[src/rtl/fft_pkg.sv]
// fft_pkg: shared FFT sizing constants, LUT select codes and sequencer state type
package fft_pkg;
  localparam int LOG2N     = 4;
  localparam int N         = 1 << LOG2N;
  localparam int TW_W      = 16;
  localparam int TW_ADDR_W = 4;
  localparam int STAGE_W   = 2;
  localparam logic REAL = 1'b0;
  localparam logic IMAG = 1'b1;
  typedef enum logic [2:0] {IDLE, FETCH_RE, FETCH_IM, WAIT_IM, ISSUE, DONE} state_t;
endpackage

[src/rtl/fft_bf_addr_gen.sv]
// fft_bf_addr_gen: stage/group/butterfly counters producing radix-2 DIT addresses and twiddle index
// Ports: clr restarts at (s,g,j)=0; advance steps to the next butterfly;
//        a/b butterfly addresses, k twiddle index, stage, last = final butterfly;
//        k_nxt (TWIDDLE_CACHE_EN builds only) = twiddle index after the pending advance.
module fft_bf_addr_gen
  import fft_pkg::*;
(
  input  logic                 clk,
  input  logic                 rst,
  input  logic                 clr,
  input  logic                 advance,
  output logic [LOG2N-1:0]     a,
  output logic [LOG2N-1:0]     b,
  output logic [TW_ADDR_W-1:0] k,
`ifdef TWIDDLE_CACHE_EN
  output logic [TW_ADDR_W-1:0] k_nxt,
`endif
  output logic [STAGE_W-1:0]   stage,
  output logic                 last
);
  logic [LOG2N-1:0] j_q, j_d, g_q, g_d, half, g_max;
  logic [STAGE_W-1:0] s_q, s_d;
  logic j_end, g_end, s_end;
  always_comb begin
    half  = LOG2N'(1) << s_q;
    g_max = LOG2N'(N / 2 - 1) >> s_q;
    j_end = j_q == half - 1'b1;
    g_end = g_q == g_max;
    s_end = s_q == STAGE_W'(LOG2N - 1);
    last  = j_end && g_end && s_end;
    j_d   = clr ? '0 : advance ? (j_end ? '0 : j_q + 1'b1) : j_q;
    g_d   = clr ? '0 : (advance && j_end) ? (g_end ? '0 : g_q + 1'b1) : g_q;
    s_d   = clr ? '0 : (advance && j_end && g_end) ? (s_end ? '0 : s_q + 1'b1) : s_q;
    a     = ((g_q << s_q) << 1) | j_q;
    b     = a | half;
    k     = TW_ADDR_W'(j_q << (STAGE_W'(LOG2N - 1) - s_q));
`ifdef TWIDDLE_CACHE_EN
    k_nxt = TW_ADDR_W'(j_d << (STAGE_W'(LOG2N - 1) - s_d));
`endif
    stage = s_q;
  end
  always_ff @(posedge clk or posedge rst) begin
    if (rst) begin
      j_q <= '0;
      g_q <= '0;
      s_q <= '0;
    end else begin
      j_q <= j_d;
      g_q <= g_d;
      s_q <= s_d;
    end
  end
endmodule

[src/rtl/fft_twiddle_sequencer.sv]
// fft_twiddle_sequencer: walks every radix-2 DIT butterfly, fetches its twiddle and issues it over valid/ready
// Ports: start/busy/done to FFT control; lut_real_imag/lut_twiddle_num/lut_twiddle_val to the
//        registered twiddle LUT; bf_* descriptor (addresses, twiddle, stage, last) to the butterfly unit.
// Build option: TWIDDLE_CACHE_EN skips the LUT fetch when the next k equals the last fetched k.
module fft_twiddle_sequencer
  import fft_pkg::*;
(
  input  logic                 clk,
  input  logic                 rst,
  input  logic                 start,
  output logic                 busy,
  output logic                 done,
  output logic                 lut_real_imag,
  output logic [TW_ADDR_W-1:0] lut_twiddle_num,
  input  logic [TW_W-1:0]      lut_twiddle_val,
  output logic                 bf_valid,
  input  logic                 bf_ready,
  output logic [LOG2N-1:0]     bf_addr_a,
  output logic [LOG2N-1:0]     bf_addr_b,
  output logic [TW_W-1:0]      bf_tw_re,
  output logic [TW_W-1:0]      bf_tw_im,
  output logic [STAGE_W-1:0]   bf_stage,
  output logic                 bf_last
);
  state_t state_q, state_d;
  logic [TW_W-1:0] tw_re_q, tw_re_d, tw_im_q, tw_im_d;
  logic [LOG2N-1:0] a, b;
  logic [TW_ADDR_W-1:0] k;
  logic [STAGE_W-1:0] stage;
  logic last, clr, hs, hit, issue, fetch;
`ifdef TWIDDLE_CACHE_EN
  logic [TW_ADDR_W-1:0] k_nxt, last_k_q, last_k_d;
  logic cache_valid_q, cache_valid_d;
`endif
  fft_bf_addr_gen u_gen (
    .clk     (clk),
    .rst     (rst),
    .clr     (clr),
    .advance (hs),
    .a       (a),
    .b       (b),
    .k       (k),
`ifdef TWIDDLE_CACHE_EN
    .k_nxt   (k_nxt),
`endif
    .stage   (stage),
    .last    (last)
  );
  always_comb begin
    issue   = state_q == ISSUE;
    fetch   = state_q == FETCH_RE || state_q == FETCH_IM;
    hs      = issue && bf_ready;
    clr     = state_q == IDLE && start;
`ifdef TWIDDLE_CACHE_EN
    hit           = cache_valid_q && k_nxt == last_k_q;
    cache_valid_d = clr ? 1'b0 : state_q == WAIT_IM ? 1'b1 : cache_valid_q;
    last_k_d      = state_q == WAIT_IM ? k : last_k_q;
`else
    hit     = 1'b0;
`endif
    // LUT data lags its request by one cycle: real arrives during FETCH_IM, imag during WAIT_IM
    tw_re_d = state_q == FETCH_IM ? lut_twiddle_val : tw_re_q;
    tw_im_d = state_q == WAIT_IM ? lut_twiddle_val : tw_im_q;
    unique case (state_q)
      IDLE:     state_d = start ? FETCH_RE : IDLE;
      FETCH_RE: state_d = FETCH_IM;
      FETCH_IM: state_d = WAIT_IM;
      WAIT_IM:  state_d = ISSUE;
      ISSUE:    state_d = hs ? (last ? DONE : hit ? ISSUE : FETCH_RE) : ISSUE;
      DONE:     state_d = IDLE;
      default:  state_d = IDLE;
    endcase
  end
  always_ff @(posedge clk or posedge rst) begin
    if (rst) begin
      state_q       <= IDLE;
      tw_re_q       <= '0;
      tw_im_q       <= '0;
`ifdef TWIDDLE_CACHE_EN
      last_k_q      <= '0;
      cache_valid_q <= 1'b0;
`endif
    end else begin
      state_q       <= state_d;
      tw_re_q       <= tw_re_d;
      tw_im_q       <= tw_im_d;
`ifdef TWIDDLE_CACHE_EN
      last_k_q      <= last_k_d;
      cache_valid_q <= cache_valid_d;
`endif
    end
  end
  // descriptor fields read as zero whenever no descriptor is offered
  assign busy            = state_q != IDLE && state_q != DONE;
  assign done            = state_q == DONE;
  assign lut_real_imag   = state_q == FETCH_IM ? IMAG : REAL;
  assign lut_twiddle_num = fetch ? k : '0;
  assign bf_valid        = issue;
  assign bf_addr_a       = issue ? a : '0;
  assign bf_addr_b       = issue ? b : '0;
  assign bf_tw_re        = issue ? tw_re_q : '0;
  assign bf_tw_im        = issue ? tw_im_q : '0;
  assign bf_stage        = issue ? stage : '0;
  assign bf_last         = issue && last;
endmodule

[config.mk]
export PLATFORM = sky130hd
export DESIGN_NAME = fft_twiddle_sequencer
export DESIGN_NICKNAME = d
export VERILOG_FILES = /design/src/rtl/fft_pkg.sv /design/src/rtl/fft_bf_addr_gen.sv /design/src/rtl/fft_twiddle_sequencer.sv
export SDC_FILE = /design/constraint.sdc
export NUM_CORES = 1
export LEC_CHECK = 0
export BUFFER_PORTS_ARGS = -buffer_cell sky130_fd_sc_hd__buf_2
export CAP_MARGIN = 10
export CORE_UTILIZATION = 50
export DETAILED_ROUTE_END_ITERATION = 8
export PLACE_DENSITY = 0.78
export SLEW_MARGIN = 20
export SYNTH_ARGS = -nofsm -noshare
export SYNTH_HDL_FRONTEND = slang
export SYNTH_HIERARCHICAL = 1
export SYNTH_SLANG_ARGS = --single-unit
[constraint.sdc]
create_clock -name clk -period 3.3 [get_ports clk]
set_input_delay 0.66 -clock clk [delete_from_list [all_inputs] [get_ports clk]]
set_output_delay 0.66 -clock clk [all_outputs]
set_load 0.02 [all_outputs]
== Word level (Yosys, flattened, before mapping) ==
Cells that the tools add are included.
Word-level totals
  memory bits (read-only): 0
  output and inout bits: 51
  memories: 0
  logic and storage cells: 60
  latch bits: 0
  bits in writable memories: 0
  bits in registers: 45
Cells by class
  magnitude comparators: 0
  muxes and demuxes: 20
  divide/modulo/power cells: 0
  reductions and logical operators: 14
  eq/ne operators: 9
  bitwise operators: 2
  shift operators: 4
  $mul: 0
  $add $sub $neg: 5
Operators by type and width (count)
  4-bit 2-to-1 mux: 9
  16-bit 2-to-1 mux: 2
  3-bit case mux with 5 select lines: 1
  4-bit by 1-bit adder with 4-bit output, second input constant: 2
  4-bit equality test: 2
  1-bit logical AND: 8
  2-bit 2-to-1 mux: 4
  4-bit OR: 2
  3-bit by 2-bit equality test with 1-bit output, second input constant: 2
  3-bit equality test, second input constant: 2
  3-bit 2-to-1 mux: 2
  2-bit nonzero test: 3
  1-bit by 2-bit left shift with 4-bit output, first input constant: 1
  4-bit by 2-bit left shift with 3-bit output: 1
  4-bit by 2-bit left shift with 4-bit output: 1
  3-bit by 2-bit right shift with 4-bit output, first input constant: 1
  4-bit by 1-bit subtractor with 4-bit output, second input constant: 1
  3-bit by 1-bit equality test with 1-bit output, second input constant: 1
  3-bit zero test: 1
  3-bit inequality test, second input constant: 1
  3-bit nonzero test: 1
  2-bit by 1-bit adder with 2-bit output, second input constant: 1
  2-bit equality test, second input constant: 1
  1-bit 2-to-1 mux: 2
  other kinds (2): 2

== Longest topological paths before layout ==
Gate-level depths: netlist of the first run.
  depth after elaboration: 8
  mapped depth: 10

== Modules after synthesis ==
Netlist of the first run, hierarchy kept.
By module, submodules not included
  fft_twiddle_sequencer: times used 1, area each 1776.7 um2, cells an instance 139
  fft_bf_addr_gen: times used 1, area each 939.7 um2, cells an instance 111

== Worst setup path after synthesis of the first run ==
No wires, ideal clock.
  path type: register to output
  from: register u_gen.s_q[0] (netlist: u_gen/stage[0])
  to: output bf_last
  data required time: 2640 ps
  setup slack: 359 ps
  buffers on the path: 2
  arrival: 2281 ps
  stages on the path, launching flop included: 9
  cell sequence: dfrtp_1 > clkbuf_1 > inv_1 > ha_1 > xor2_1 > or4_1 > buf_2 > nor4b_2 > and2_1
On the way
  word-level cells in the longest chain between the ends: 6
Ends and longest elaborated chain
  start: declaration: RTL line fft_bf_addr_gen.sv:22  | logic [STAGE_W-1:0] s_q, s_d;
  start signal: assignment: RTL line fft_bf_addr_gen.sv:46  | s_q <= '0;
  start signal: assignment: RTL line fft_bf_addr_gen.sv:50  | s_q <= s_d;
  1-bit by 2-bit left shift with 4-bit output: RTL line fft_bf_addr_gen.sv:25  | half = LOG2N'(1) << s_q;
  4-bit by 1-bit subtractor with 4-bit output: RTL line fft_bf_addr_gen.sv:27  | j_end = j_q == half - 1'b1;
  4-bit equality test: RTL line fft_bf_addr_gen.sv:27
  1-bit logical AND: RTL line fft_bf_addr_gen.sv:30  | last = j_end && g_end && s_end;
  1-bit logical AND *: RTL line fft_bf_addr_gen.sv:30
  named net last: RTL line fft_twiddle_sequencer.sv:30  | logic last, clr, hs, hit, issue, fetch;
  1-bit logical AND *: RTL line fft_twiddle_sequencer.sv:104  | assign bf_last = issue && last;
  end: declaration: RTL line fft_twiddle_sequencer.sv:23  | output logic bf_last
Mark *: on every way through the listed nets, which the timed path passes. The rest lies on a longest branch.

== Final worst setup path of the first run ==
Ends and elaborated chain as after synthesis.

==> results of run 1 <==
cell families (layout without fill, tap and decap cells):
group           Yosys count  after routing  synth area share, %
compound gates           28             28                 6.86
fa+ha+maj                 8              8                 3.69
simple gates             97             97                 22.9
mux                      39             39                 17.1
buf+inv                  26             94                 5.16
xor+xnor                  7              7                 2.81
flops                    45             45                 41.5
state kept, by name, summed over array words and instances (netlist names):
name	cells
state_q	3
tw_im_q	16
tw_re_q	16
u_gen/g_q	4
u_gen/j_q	4
u_gen/stage	2
worst register-to-register path, stage by stage, from the launching register on:
cell and delay [ns]:
dfrtp_1 0.64, nor3b_4 0.42, and2_1 0.41, inv_1 0.25, o41ai_2 0.41, a21oi_1 0.12
layout make-up:
cell class | count | area share, %
Multi-Input combinational cell | 179 | 45.6
Timing Repair Buffer | 77 | 12.6
Tap cell | 70 | 2.74
Clock inverter | 2 | 0.469
Inverter | 9 | 1.06
Clock buffer | 6 | 2.27
Sequential cell | 45 | 35.2
routing by layer:
metal | global-route usage (%) | share of wire, % | vias up | routed length (um)
met3 | 5.29 | 5.9 | 5 | 338
met4 | 7.20 | 1.1 | 0 | 65
met1 | 30.3 | 46 | 986 | 2670
li1 | - | - | 996 | -
met5 | 0 | 0 | - | 0
met2 | 32.4 | 47 | 64 | 2680
per-stage QoR:
step	utilization, %	hold WS, ns	area [um^2]	worst slack [ns]	std cells
2_1_floorplan	-	0.471	2720	0.359	250
3_5_place_dp	60.1	0.484	3110	0.364	380
6_report	61.9	0.353	3200	0.170	388
4_1_cts	61.8	0.362	3190	0.0200	388
3_3_place_gp	60.1	0.479	3110	0.395	380
5_1_grt	61.9	0.395	3200	0.0680	388
synthesized netlist by cell type (all sizes together), types with 4 or more instances:
| master | number |
|---|---|
| nand2 | 6 |
| nand4 | 4 |
| nor3b | 6 |
| dfrtp | 45 |
| buf | 10 |
| xnor2 | 4 |
| nor2 | 7 |
| nand2b | 5 |
| and2 | 45 |
| or2 | 4 |
| mux2 | 33 |
| mux2i | 6 |
| nor3 | 4 |
| a21oi | 10 |
| clkbuf | 7 |
| inv | 9 |
| ha | 8 |
power by group through the flow:
stage | logic [mW] | registers (mW) | clock network (mW)
after floorplan | 0.936 | 0.882 | 0
after global placement | 1.05 | 0.956 | 0
after detailed placement | 1.07 | 0.980 | 0
after CTS | 1.08 | 0.969 | 0.348
after global routing | 1.17 | 1.00 | 0.367
final | 1.07 | 0.970 | 0.342
worst paths after layout:
kind,to,slack (ns),start
min in group clk,tw_im_q[12],0.50,tw_im_q[12]
max in group asynchronous,tw_re_q[15],2.53,rst
min reg2reg,tw_im_q[12],0.50,tw_im_q[12]
max reg2reg,u_gen/stage[1],0.94,state_q[2]
max,bf_last,0.17,u_gen/stage[0]
min,u_gen/stage[1],0.35,rst
==> results.toml, run 1 <==
[run_status]
status = "completed"

[routing]
vias = 2051
drt-initial-drc-count = 95
drc = 0
avgRoutedWirePerCell_um = 14.8
drt-total-wl_um = 5760
viasPerCell = 5.29
firstDrtPassIters = 4
ant_nets = 0

[global_routing]
grt_pass1_vias = 1894
grt_pass1_wl_um = 9090
grt_use_total_pct = 21.4
overflow = 0
grt_max_degree = 38
antenna_found_initial = 0

[power]
pwr_density_cell_nw_per_um2 = 744
seqPwrFrac_pct = 40.7
peakVddDrop_v = 0.000403
power.switching_mw = 0.898
pwr-share-comb_pct = 44.9
leakagePower_nw = 1.57
p_int_mw = 1.48
finalPower_mw = 2.38
switching_share_pct = 37.7
p_clk_share_pct = 14.4

[setup_path]
cp-end-kind = "output pin"
required_ns = 2.64
crit_cells = 7
path_cells = "buf_4 > ha_1 > xnor2_1 > or4_4 > nor4b_2 > and2_1 > buf_2"
worstRegToRegCells = 5
crit_type = "flop to output pin"
arrival_ns = 2.47
cpPeakStageDelay_ns = 0.58
crit_path_top_delay_cell = "or4_4"
cp.buffers_inverters = 2
critPathMaxFanout = 9
startpoint_type = "flop"
critPathTopFamily = "simple AND/OR/NAND/NOR gates"

[synth]
syn_inst = 250
ys_async_sr_fraction_pct = 100
yosys_warnings = 6
ys_seq_area_share_pct = 41.5
syn_area_um2 = 2720
yosysTopAreaCellShare_pct = 41.5
yosysTopAreaCell = "dfrtp_1"
synthesis.nets = 278
synth_edf_count = 0
synthFlopType = "dfrtp_1"
postSynthAreaPerCell_um2 = 10.9
yosys-top-cells-area = "dfrtp_1 41%, and2_1 10%, mux2_2 9.9%"
ys_ff_latch = 45
ys_types = 47

[clock_network]
cts_buffers = 5
clkTransAtPathRegs_ns = 0.09
postCtsHoldBufs = 0
post_cts_resized = 0
clockRootBuffer = "clkbuf_8"
clock_sinks = 45
cts_max_level = 2
clk_path_buf_depth = 2
cts_tree = "done"
clock_latency_ns = 0.29
cts_setup_buffers = 0

[layout]
diodes = 0
layout_common_cells = "70 x buf_2, 45 x and2_1, 44 x dfrtp_1, 24 x mux2_2, 10 x a21oi_1"
nFillCells = 428
drive_gt1_share_pct = 40.9
mostFrequentLayoutCell = "buf_2"
regArea_um2 = 1130
nets = 345
syn2layout_area_growth_pct = 17.8
multiInputGateArea_um2 = 1460

[sta]
min_period_ns = 3.13
hold_violations = 0
tightest_slew_ns = 0.624
rsz0062_at_grt = "no"
maxSlewViolCount = 0
period_share_pct = 94.9
fin_setup_tns_ns = 0
skew_ns = 0.00248
fmax_mhz = 319
slew-limit-headroom_pct = 58.0
finalSetupViolCount = 0

[floorplanning]
die_y_um = 75.7
rows = 26
core_area_um2 = 5170
die_area_um2 = 5730
ios = 71
die_x_um = 75.7
start_util_pct = 52.5

[worst_hold_path]
hold_path.class = "input pin to async pin"

[placed_design]
portBuffers = 70
finalWeightedCongestion = 0.953
post-dp-hpwl_um = 4140

[job]
drv_cap = 0
Note: power is estimated with default switching activity, not from simulation.
==> run 2: changes to the inputs <==
Settings changed: ABC_AREA set to 1, MAX_ROUTING_LAYER set to met4.
==> run 2 against run 1 <==
Non-clock buffer count decreased by 2. Global-route usage up 3.0 points. Flip-flop and latch count is the same. Area after synthesis is 2.8% higher. Sequential power is 2% lower. First-iteration DRC count increased by 61%. Cell count up 38%. Routed wire length up 15%. Clock power increased by 19%. Sequential share of layout area is 0.83 points lower. Critical path depth up 3.
==> results.toml, run 2 <==
[layout]
syn2layout_area_growth_pct = 17.2
drive_gt1_share_pct = 22.3
diodes = 0
design_area_um2 = 3270
layout_common_cells = "86 x inv_1, 84 x nand2_1, 70 x buf_2, 57 x nor2_1, 45 x dfrtp_1"
top_regs = "tw_im_q: 16 flops, tw_re_q: 16 flops"
mostFrequentLayoutCell = "inv_1"
nets = 495
utilization_pct = 62.5

[setup_path]
worstRegToRegCells = 9
rr_endpoint = "state_q[2]"
crit_type = "flop to output pin"
cp-end-kind = "output pin"
arrival_ns = 2.37
required_ns = 2.64
startpoint_type = "flop"
critPathMaxFanout = 8
regToRegStartpoint = "u_gen/stage[1]"
r2r_setup_slack_ns = 1.23
crit_start = "u_gen/stage[1]"

[synth]
syn_inst = 400
synth_edf_count = 0
yosysTopAreaCell = "dfrtp_1"
yosys_warnings = 6
ys_types = 30
postSynthAreaPerCell_um2 = 6.98
synthFlopType = "dfrtp_1"
syn_area_um2 = 2790
yosysTopAreaCellShare_pct = 40.3
synthesis.nets = 428
ys_seq_area_share_pct = 40.3
synth_most_common_cell = "inv_1"
ys_async_sr_fraction_pct = 100
yosys-top-cells-area = "dfrtp_1 40%, inv_1 12%, nand2_1 11%"
synthTopCellsByCount = "86 x inv_1, 84 x nand2_1, 57 x nor2_1"
ys_ff_latch = 45

[floorplanning]
ios = 71
rows = 26
die_y_um = 76.7
die_x_um = 76.7
start_util_pct = 53.3
die_area_um2 = 5890
core_area_um2 = 5240

[routing]
viasPerCell = 4.82
firstDrtPassIters = 8
ant_nets = 0
vias = 2589
avgRoutedWirePerCell_um = 12.3
drc = 0
drt-initial-drc-count = 153
drt-total-wl_um = 6600

[power]
peakVddDrop_v = 0.000390
leakagePower_nw = 1.93
pwr_density_cell_nw_per_um2 = 836

[sta]
holdWs_ns = 0.376
rsz0062_at_grt = "no"
finalSetupViolCount = 0
fmax_mhz = 331
min_period_ns = 3.03
tightest_slew_ns = 0.821
skew_ns = 0.0105
hold_violations = 0
slew-limit-headroom_pct = 45.1
fin_setup_tns_ns = 0
period_share_pct = 91.7
maxSlewViolCount = 0

[clock_network]
cts_max_level = 2
clkTransAtPathRegs_ns = 0.09
cts_tree = "done"
clock_latency_ns = 0.30
cts_setup_buffers = 0
postCtsHoldBufs = 0
cts_buffers = 5
clock_sinks = 45
post_cts_resized = 0
clk_path_buf_depth = 2
clockRootBuffer = "clkbuf_8"

[placed_design]
post-dp-hpwl_um = 4800
placed_area_um2 = 3160
finalWeightedCongestion = 0.935
portBuffers = 70

[global_routing]
antenna_found_initial = 0
overflow = 0
grt_pass1_vias = 2372
grt_pass1_wl_um = 11200
grt_use_total_pct = 24.5
grt_max_degree = 46

[job]
drv_cap = 0

[run_status]
status = "completed"

[worst_hold_path]
hold_path.class = "input pin to async pin"
==> run 2: metrics by stage <==
stage	std cells	setup slack [ns]	power (mW)
2_1_floorplan	400	0.473	2.02
3_5_place_dp	530	0.526	2.33
6_report	537	0.274	2.74
5_1_grt	537	0.103	3.00
3_3_place_gp	530	0.566	2.30
4_1_cts	537	0.186	2.75
==> run 2: where the power goes <==
part / switching [mW] / leakage [nW] / internal (mW)
clock: 0.186 / 0.0540 / 0.220
sequential: 0.158 / 0.569 / 0.795
combinational: 0.935 / 1.31 / 0.444
total: 1.28 / 1.93 / 1.46
==> run 2: cells by family (layout without fill, tap and decap cells) <==
family | count (synthesis) | count (layout) | synth area share [%]
flops | 45 | 45 | 40.3
buf+inv | 109 | 176 | 16.4
fa+ha+maj | 8 | 8 | 3.58
xor+xnor | 2 | 2 | 0.627
simple gates | 196 | 196 | 31.3
compound gates | 40 | 40 | 7.80
==> run 2: worst max-delay path by stage <==
stage | to | cells after the start
5_1_grt | bf_last | 10
3_3_place_gp | bf_last | 10
3_5_place_dp | bf_last | 10
2_1_floorplan | bf_last | 10
6_report | bf_last | 10
4_1_cts | bf_last | 10
==> run 2: worst max-delay path: stages (launching register included) <==
cell      delay [ns]
dfrtp_1         0.39
inv_2           0.13
ha_1            0.25
inv_1           0.11
ha_1            0.28
a21boi_2        0.15
nand2_2         0.09
nor4_2          0.30
inv_1           0.07
nor2_1          0.11
buf_2           0.20
==> run 2: final cells by class <==
| type | count | area (um^2) |
|---|---|---|
| tap | 70 | 87.6 |
| timing repair buffer | 75 | 388 |
| clock inverter | 2 | 35.0 |
| fill | 495 | 1960 |
| clock buffer | 5 | 68.8 |
| sequential | 45 | 1130 |
| multi-input combinational | 246 | 1210 |
| inverter | 94 | 353 |
==> run 2: routing by layer <==
metal	routed length, um	global-route usage, %	share of wire (%)
met1	2900	29.6	44
met2	3350	42.2	51
met3	281	3.57	4.3
met4	62	7.12	0.94
met5	0	-	0
==> run 3: changes to the inputs <==
Settings changed: BUFFER_PORTS_ARGS -buffer_cell sky130_fd_sc_hd__buf_2 to -buffer_cell sky130_fd_sc_hd__buf_4.
==> run 3 against run 2 <==
Register-to-register slack about the same. Power increased by 3.1%. Sequential share of layout area decreased by 2.0 points. Count of clock-buffer cells in the layout increased by 1. Sequential power increased by 0.7%. Critical path type unchanged. Highest routed layer unchanged.
==> results.toml, run 3 (synthesized netlist as in run 2, its figures left out) <==
[placed_design]
dp_cells = 531
post-dp-hpwl_um = 4950
finalWeightedCongestion = 1.04
dp_slack_ns = 0.372
portBuffers = 70

[clock_network]
clk_path_buf_depth = 2
clockRootBuffer = "clkbuf_8"
post_cts_resized = 0
cts_buffers = 5
cts_tree = "done"
cts_max_level = 2
cts_setup_buffers = 0
clkTransAtPathRegs_ns = 0.08
clock_sinks = 45
postCtsHoldBufs = 0
clock_latency_ns = 0.30

[setup_path]
arrival_ns = 2.39
required_ns = 2.64
critPathMaxFanout = 12
crit_type = "flop to output pin"
r2r_setup_slack_ns = 1.23
cp-end-kind = "output pin"
regToRegStartpoint = "u_gen/stage[1]"
crit_start = "u_gen/stage[1]"
startpoint_type = "flop"
worstRegToRegCells = 9

[sta]
final.setup.worst_slack_ns = 0.249
min_period_ns = 3.05
hold_violations = 0
period_share_pct = 92.5
finalSetupViolCount = 0
maxSlewViolCount = 0
fin_setup_tns_ns = 0
rsz0062_at_grt = "no"
slew-limit-headroom_pct = 63.2
fmax_mhz = 328
skew_ns = 0.00712
tightest_slew_ns = 0.551

[layout]
stdcell_count = 539
diodes = 0
top_regs = "tw_im_q: 16 flops, tw_re_q: 16 flops"
drive_gt1_share_pct = 23.0
nets = 496
layout_common_cells = "86 x inv_1, 84 x nand2_1, 76 x buf_4, 57 x nor2_1, 44 x dfrtp_1"
mostFrequentLayoutCell = "inv_1"
syn2layout_area_growth_pct = 24.6

[global_routing]
grt_max_degree = 36
grt_pass1_wl_um = 11100
grt_pass1_vias = 2399
overflow = 0
antenna_found_initial = 0
grt_use_total_pct = 24.0

[routing]
avgRoutedWirePerCell_um = 12.2
drc = 0
vias = 2654
ant_nets = 0
drt-initial-drc-count = 191
drt-total-wl_um = 6590
viasPerCell = 4.92
firstDrtPassIters = 5

[job]
drv_cap = 0

[worst_hold_path]
hold_path.class = "input pin to async pin"

[power]
pwr_density_cell_nw_per_um2 = 811
peakVddDrop_v = 0.000352
leakagePower_nw = 1.95
finalPower_mw = 2.82

[floorplanning]
die_x_um = 76.7
core_area_um2 = 5240
die_area_um2 = 5890
start_util_pct = 53.3
rows = 26
ios = 71
die_y_um = 76.7

[run_status]
status = "completed"
==> run 3: per-layer routing <==
metal,track usage (%),vias to the layer above,share of wire (%)
met4,8.46,0,2.4
li1,-,1355,-
met2,40.4,72,49
met3,3.69,16,4.4
met1,29.3,1211,44
met5,-,-,0
==> run 3: area by class of cell <==
cell class                 instances  area, um^2
fill                             494        1760
tap                               70        87.6
sequential                        45        1130
timing repair buffer              76         571
clock inverter                     2        37.5
clock buffer                       6        82.6
inverter                          94         355
multi-input combinational        246        1220
==> run 3: worst paths after layout <==
path / endpoint
max: bf_last
min: u_gen/j_q[1]
max reg2reg: state_q[2]
min reg2reg: tw_re_q[6]
max in group asynchronous: tw_re_q[4]
min in group clk: tw_re_q[6]
==> run 3: per-stage QoR <==
stage               area (um^2)  util, %  hold WS [ns]
CTS                        3470     66.2         0.359
detailed placement         3350     63.9         0.465
floorplan                  2790        -         0.442
global placement           3350     63.9         0.456
finish                     3480     66.4         0.359
global route               3480     66.4         0.399
==> run 3: critical path: stages, from the launching register on <==
cell and delay [ns]:
dfrtp_2 0.50, inv_4 0.13, ha_2 0.22, inv_1 0.09
ha_1 0.28, a21boi_2 0.16, nand2_2 0.09, nor4_2 0.31
inv_1 0.07, nor2_1 0.10, buf_4 0.16
==> run 3: power breakdown <==
part | switching [mW] | leakage, nW | total [mW] | internal (mW)
clock network | 0.193 | 0.0574 | 0.439 | 0.246
logic | 0.919 | 1.32 | 1.42 | 0.503
registers | 0.164 | 0.567 | 0.960 | 0.795
total | 1.28 | 1.95 | 2.82 | 1.54
